## src/rtl/decode_stage.sv

```systemverilog
// Decode stage: combinational opcode decode registered into a one-deep output bundle,
// with a RUN/DRAIN/HALTED controller that stops fetch after a halting instruction.
module decode_stage #(
   parameter int PC_W            = 32,
   parameter int CNT_W           = 8,
   parameter int HALT_ON_ILLEGAL = 1
) (
   input  logic             clk,
   input  logic             rst_n,
   input  logic             in_valid,
   output logic             in_ready,
   input  logic [31:0]      in_instr,
   input  logic [PC_W-1:0]  in_pc,
   input  logic             flush,
   output logic             out_valid,
   input  logic             out_ready,
   output logic [31:0]      out_instr,
   output logic [PC_W-1:0]  out_pc,
   output logic             memtoreg,
   output logic             memwrite,
   output logic             branch,
   output logic             regwrite,
   output logic             jump,
   output logic             jumpsrc,
   output logic             alusrc_a_zero,
   output logic             hlt,
   output logic [2:0]       memsize,
   output logic [1:0]       alusrcA,
   output logic [1:0]       alusrcB,
   output logic             illegal,
   output logic             halted,
   output logic [CNT_W-1:0] illegal_cnt,
   output logic [1:0]       dbg_state
);

   // Handshake: a transfer happens on a rising edge where in_valid && in_ready
   // (input side) or out_valid && out_ready (output side); flush overrides both.

   localparam logic [6:0] OP_LUI    = 7'b0110111;
   localparam logic [6:0] OP_AUIPC  = 7'b0010111;
   localparam logic [6:0] OP_JAL    = 7'b1101111;
   localparam logic [6:0] OP_JALR   = 7'b1100111;
   localparam logic [6:0] OP_BRANCH = 7'b1100011;
   localparam logic [6:0] OP_LOAD   = 7'b0000011;
   localparam logic [6:0] OP_STORE  = 7'b0100011;
   localparam logic [6:0] OP_IMM    = 7'b0010011;
   localparam logic [6:0] OP_REG    = 7'b0110011;
   localparam logic [6:0] OP_SYSTEM = 7'b1110011;
   localparam logic [6:0] OP_ZERO   = 7'b0000000;

   localparam logic [1:0] SRC_A_REG  = 2'd0;
   localparam logic [1:0] SRC_A_PC   = 2'd1;
   localparam logic [1:0] SRC_B_REG  = 2'd0;
   localparam logic [1:0] SRC_B_IMM  = 2'd1;
   localparam logic [1:0] SRC_B_FOUR = 2'd2;

   typedef enum logic [1:0] {
      ST_RUN    = 2'd0,
      ST_DRAIN  = 2'd1,
      ST_HALTED = 2'd2
   } state_t;

   state_t           r_state;
   logic             r_out_valid;
   logic [31:0]      r_instr;
   logic [PC_W-1:0]  r_pc;
   logic             r_memtoreg, r_memwrite, r_branch, r_regwrite;
   logic             r_jump, r_jumpsrc, r_alusrc_a_zero, r_hlt, r_illegal;
   logic [2:0]       r_memsize;
   logic [1:0]       r_alusrcA, r_alusrcB;
   logic [CNT_W-1:0] r_illegal_cnt;

   logic [6:0]       w_opcode;
   logic             w_memtoreg, w_memwrite, w_branch, w_regwrite;
   logic             w_jump, w_jumpsrc, w_alusrc_a_zero, w_hlt, w_illegal;
   logic [2:0]       w_memsize;
   logic [1:0]       w_alusrcA, w_alusrcB;
   logic             w_in_ready;
   logic             w_transfer;

   assign w_opcode = in_instr[6:0];

   always_comb begin
      w_memtoreg      = 1'b0;
      w_memwrite      = 1'b0;
      w_branch        = 1'b0;
      w_regwrite      = 1'b0;
      w_jump          = 1'b0;
      w_jumpsrc       = 1'b0;
      w_alusrc_a_zero = 1'b0;
      w_hlt           = 1'b0;
      w_illegal       = 1'b0;
      w_memsize       = 3'b000;
      w_alusrcA       = SRC_A_REG;
      w_alusrcB       = SRC_B_REG;
      case (w_opcode)
         OP_AUIPC: begin
            w_alusrcA  = SRC_A_PC;
            w_alusrcB  = SRC_B_IMM;
            w_regwrite = 1'b1;
         end
         OP_LUI: begin
            w_alusrcB       = SRC_B_IMM;
            w_alusrc_a_zero = 1'b1;
            w_regwrite      = 1'b1;
         end
         OP_IMM: begin
            w_alusrcB  = SRC_B_IMM;
            w_regwrite = 1'b1;
         end
         OP_REG:    w_regwrite = 1'b1;
         OP_BRANCH: w_branch   = 1'b1;
         OP_JAL, OP_JALR: begin
            w_alusrcA  = SRC_A_PC;
            w_alusrcB  = SRC_B_FOUR;
            w_jump     = 1'b1;
            w_regwrite = 1'b1;
            w_jumpsrc  = (w_opcode == OP_JALR);
         end
         OP_LOAD: begin
            w_alusrcB  = SRC_B_IMM;
            w_regwrite = 1'b1;
            w_memtoreg = 1'b1;
            w_memsize  = in_instr[14:12];
         end
         OP_STORE: begin
            w_alusrcB  = SRC_B_IMM;
            w_memwrite = 1'b1;
            w_memsize  = in_instr[14:12];
         end
         OP_SYSTEM, OP_ZERO: w_hlt = 1'b1;
         default: begin
            w_illegal = 1'b1;
            w_hlt     = (HALT_ON_ILLEGAL != 0);
         end
      endcase
   end

   assign w_in_ready = (r_state == ST_RUN) && (!r_out_valid || out_ready) && !flush;
   assign w_transfer = in_valid && w_in_ready;

   always_ff @(posedge clk or negedge rst_n) begin
      if (!rst_n) begin
         r_state         <= ST_RUN;
         r_out_valid     <= 1'b0;
         r_instr         <= '0;
         r_pc            <= '0;
         r_memtoreg      <= 1'b0;
         r_memwrite      <= 1'b0;
         r_branch        <= 1'b0;
         r_regwrite      <= 1'b0;
         r_jump          <= 1'b0;
         r_jumpsrc       <= 1'b0;
         r_alusrc_a_zero <= 1'b0;
         r_hlt           <= 1'b0;
         r_illegal       <= 1'b0;
         r_memsize       <= 3'b000;
         r_alusrcA       <= 2'b00;
         r_alusrcB       <= 2'b00;
         r_illegal_cnt   <= '0;
      end else begin
         // Flush beats a coincident out_ready so DRAIN never reaches HALTED on a discarded bundle.
         if (flush && (r_state != ST_HALTED)) begin
            r_out_valid <= 1'b0;
            if (r_state == ST_DRAIN) r_state <= ST_RUN;
         end else if (w_transfer) begin
            r_out_valid     <= 1'b1;
            r_instr         <= in_instr;
            r_pc            <= in_pc;
            r_memtoreg      <= w_memtoreg;
            r_memwrite      <= w_memwrite;
            r_branch        <= w_branch;
            r_regwrite      <= w_regwrite;
            r_jump          <= w_jump;
            r_jumpsrc       <= w_jumpsrc;
            r_alusrc_a_zero <= w_alusrc_a_zero;
            r_hlt           <= w_hlt;
            r_illegal       <= w_illegal;
            r_memsize       <= w_memsize;
            r_alusrcA       <= w_alusrcA;
            r_alusrcB       <= w_alusrcB;
            if (w_hlt) r_state <= ST_DRAIN;
            if (w_illegal && (r_illegal_cnt != '1)) r_illegal_cnt <= r_illegal_cnt + 1'b1;
         end else if (r_out_valid && out_ready) begin
            r_out_valid <= 1'b0;
            if (r_state == ST_DRAIN) r_state <= ST_HALTED;
         end
      end
   end

   assign in_ready      = w_in_ready;
   assign out_valid     = r_out_valid;
   assign out_instr     = r_instr;
   assign out_pc        = r_pc;
   assign memtoreg      = r_memtoreg;
   assign memwrite      = r_memwrite;
   assign branch        = r_branch;
   assign regwrite      = r_regwrite;
   assign jump          = r_jump;
   assign jumpsrc       = r_jumpsrc;
   assign alusrc_a_zero = r_alusrc_a_zero;
   assign hlt           = r_hlt;
   assign illegal       = r_illegal;
   assign memsize       = r_memsize;
   assign alusrcA       = r_alusrcA;
   assign alusrcB       = r_alusrcB;
   assign halted        = (r_state == ST_HALTED);
   assign illegal_cnt   = r_illegal_cnt;
   assign dbg_state     = r_state;

endmodule

```

## config.mk

```make
export PLATFORM = sky130hd
export DESIGN_NAME = decode_stage
export DESIGN_NICKNAME = d
export VERILOG_FILES = /design/src/rtl/decode_stage.sv
export SDC_FILE = /design/constraint.sdc
export NUM_CORES = 1
export LEC_CHECK = 0
export CAP_MARGIN = 20
export CORE_UTILIZATION = 30
export CTS_CLUSTER_DIAMETER = 40
export CTS_CLUSTER_SIZE = 30
export DETAILED_ROUTE_END_ITERATION = 10
export PLACE_DENSITY = 0.66
export SLEW_MARGIN = 5
export SYNTH_ARGS = -nofsm -noshare
export SYNTH_HDL_FRONTEND = slang
export SYNTH_SLANG_ARGS = --single-unit
```

## constraint.sdc

```tcl
create_clock -name clk -period 3.4 [get_ports clk]
set_input_delay 0.68 -clock clk [delete_from_list [all_inputs] [get_ports clk]]
set_output_delay 0.68 -clock clk [all_outputs]
set_load 0.02 [all_outputs]
```

==> results.cfg <==
[power]
power_density_mw_per_mm2 = 862
leakagePower_nw = 2.66
vdd_ir_drop_max_uv = 365

[floorplan]
row_count = 39
core_mm2 = 0.0116
dieArea_mm2 = 0.0125
start_util_pct = 31.2
die_w_um = 112
io_pins = 162
die_h_um = 112

[setup_path]
cp_data_arrival_time_ns = 2.30
worstPathCellList = clkdlybuf4s50_1 > nand2b_1 > nor4b_1 > clkdlybuf4s50_1
cp_slowest_stage_delay_ns = 0.66
critPathKind = primary input to output port
cp_max_fo = 4
worst_path_max_delay_cell = clkdlybuf4s50_1
startpoint_type = primary input
crit_required_ns = 2.72
reg2reg_depth = 5
end_kind = output port
path_common_cell = clkdlybuf4s50_1

[cts]
postCtsSetupRepairBufs = 0
clock-sinks = 90
clk_pin_slew_ns = 0.06
hold_buffers = 0
cts_max_path_buffers = 2
numCtsBuffers = 9
insertion_delay_ns = 0.33
post_cts_resized = 0
cts_root_buf = clkbuf_16
cts_tree = built
h-tree-depth = 3

[global_route]
grt_max_degree = 48
grt_util_met3_pct = 3.38
grt_pass1_vias = 3257
grt-busiest-layer = met2
grtUsageMet2_pct = 27.4
grt_pass1_wl_um = 16100
grt_util_met1_pct = 20.3
overflow = 0
grt_usage_pct = 16.3
antenna_found_initial = 0

[synthesis]
synth_cells = 383
synth_edf_count = 0
synthesis.nets = 453
ys_seq_area_share_pct = 62.4
yosys.cell_types.count = 43
async_flop_share_pct = 100
syn_area_per_cell_um2 = 9.42
syn_area_mm2 = 0.00361
yosys_warnings = 0
ys_seq_elements = 90
yosys_most_used_dff = dfrtp_1

[place]
dpl.hpwl_um = 6860
place.gp.congestion = 0.730
port_buffers = 160

[routing]
postRouteWirelength_um = 9570
routedWlPerCell_um = 14.0
viasPerCell = 4.59
final_antenna_net_count = 0
drtIter0Drc = 144
drc = 12
vias = 3144
drt-pass1-iter-count = 7

[sta]
post-route-min-period_ns = 2.98
finalSetupViolCount = 0
report.final.slew_viol_count = 0
min_period_over_period_pct = 87.5
grt_setup_unrepaired = false
relSlewSlack_pct = 57.1
max_freq_mhz = 336
finalSetupTns_ns = 0
skew_ns = 0.00431
hold_violations = 0
worstMarginPinSlew_ns = 0.643

[layout]
final_core_util_pct = 48.7
drive_gt1_share_pct = 4.98
num-fill-cells = 1110
syn_to_final_growth_pct = 55.9
layout.nets = 608
n_antenna_cell = 0

[min_path]
hold_path.class = primary input to async pin

[outcome]
violations = design-rule violations
outcome = complete, but fails checks

[job]
drv_cap = 0
-- Yosys cell counts (2+ instances only) --
master,number,area share (%)
o21ai_0,4,0.55
xnor2_1,7,1.7
buf_2,6,0.83
nor2_1,4,0.42
and3_1,5,0.87
inv_1,2,0.21
nor3_1,2,0.28
nand4_1,5,0.87
dfrtp_1,90,62
clkbuf_1,14,1.5
nand3_1,3,0.42
nand2b_1,2,0.35
a21o_1,3,0.62
o21ai_1,5,0.69
nand2_1,202,21
nor4_1,2,0.35
-- final timing paths --
kind / startpoint / end / slack (ns)
setup / recovery: out_ready / in_ready / 0.42
setup reg to reg: dbg_state[1]$_DFFE_PN0P_ / out_pc[6]$_DFFE_PN0P_ / 1.29
hold / removal: rst_n / out_pc[13]$_DFFE_PN0P_ / 0.37
max in group asynchronous: rst_n / memtoreg$_DFFE_PN0P_ / 2.39
min in group clk: out_pc[0]$_DFFE_PN0P_ / out_pc[0]$_DFFE_PN0P_ / 0.47
hold reg to reg: out_pc[0]$_DFFE_PN0P_ / out_pc[0]$_DFFE_PN0P_ / 0.47
-- state kept, by name (all words and copies together), names as in the netlist, 2 cells and up --
name	cells
out_instr	32
illegal_cnt	8
out_pc	32
dbg_state	2
alusrcB	2
memsize	3
-- layer usage --
| metal | wire length (um) | vias to the layer above |
|---|---|---|
| li1 | - | 1526 |
| met1 | 4220 | 1505 |
| met2 | 4620 | 100 |
| met3 | 556 | 13 |
| met4 | 170 | 0 |
| met5 | 0 | - |
-- area by class of cell --
class                   count  area [um2]  share of cell area, %
flip-flops and latches     90        2250                   40.0
clock inverters             3        15.0                  0.267
repair buffers            165        1660                   29.4
well taps                 143         179                   3.18
multi-input cells         270        1260                   22.4
clock buffers              12         256                   4.56
inverters                   2        7.51                  0.133
-- where the power goes --
| part | switching [W] | leakage, nW | internal, W |
|---|---|---|---|
| logic | 0.00115 | 1.38 | 0.00104 |
| registers | 0.000257 | 1.14 | 0.00150 |
| clock network | 0.000376 | 0.138 | 0.000527 |
| total | 0.00178 | 2.66 | 0.00307 |
-- layout by cell type (no fill, tap or decap), types with 2 or more instances in the layout --
master and n:
o21ai_0 4, and3_1 5, dfrtp_1 90, clkdlybuf4s50_1 159, clkbuf_16 9, clkbuf_8 2, clkinv_2 3, nor4_1 2
nand2_1 202, nand3_1 3, buf_4 5, o21ai_1 5, nor3_1 2, nand4_1 5, inv_1 2, nand2b_1 2
nor2_1 4, a21o_1 3, xnor2_1 7
-- through the flow --
step | setup slack, ns | instance area (um2) | instances | total power [W] | hold slack (ns)
detailed placement | 0.414 | 5360 | 670 | 0.00398 | 0.461
floorplan | 1.17 | 3610 | 383 | 0.00281 | 0.384
finish | 0.424 | 5630 | 685 | 0.00485 | 0.372
global route | 0.354 | 5630 | 685 | 0.00515 | 0.418
CTS | 0.409 | 5630 | 685 | 0.00492 | 0.391
global placement | 0.465 | 5330 | 669 | 0.00393 | 0.452
-- cells by family after synthesis --
kind of cell	share of synthesized area (%)
compound gates	4.40
other cells	0.104
xor+xnor	1.70
simple gates	27.6
flops	62.4
mux	0.728
buf+inv	2.70
fa+ha+maj	0.347
-- critical path: cells and delay by family --
kind,cells,cell delay [ns]
simple gates,2,0.46
buf+inv,2,1.16
Note: power is estimated with default switching activity, not from simulation.
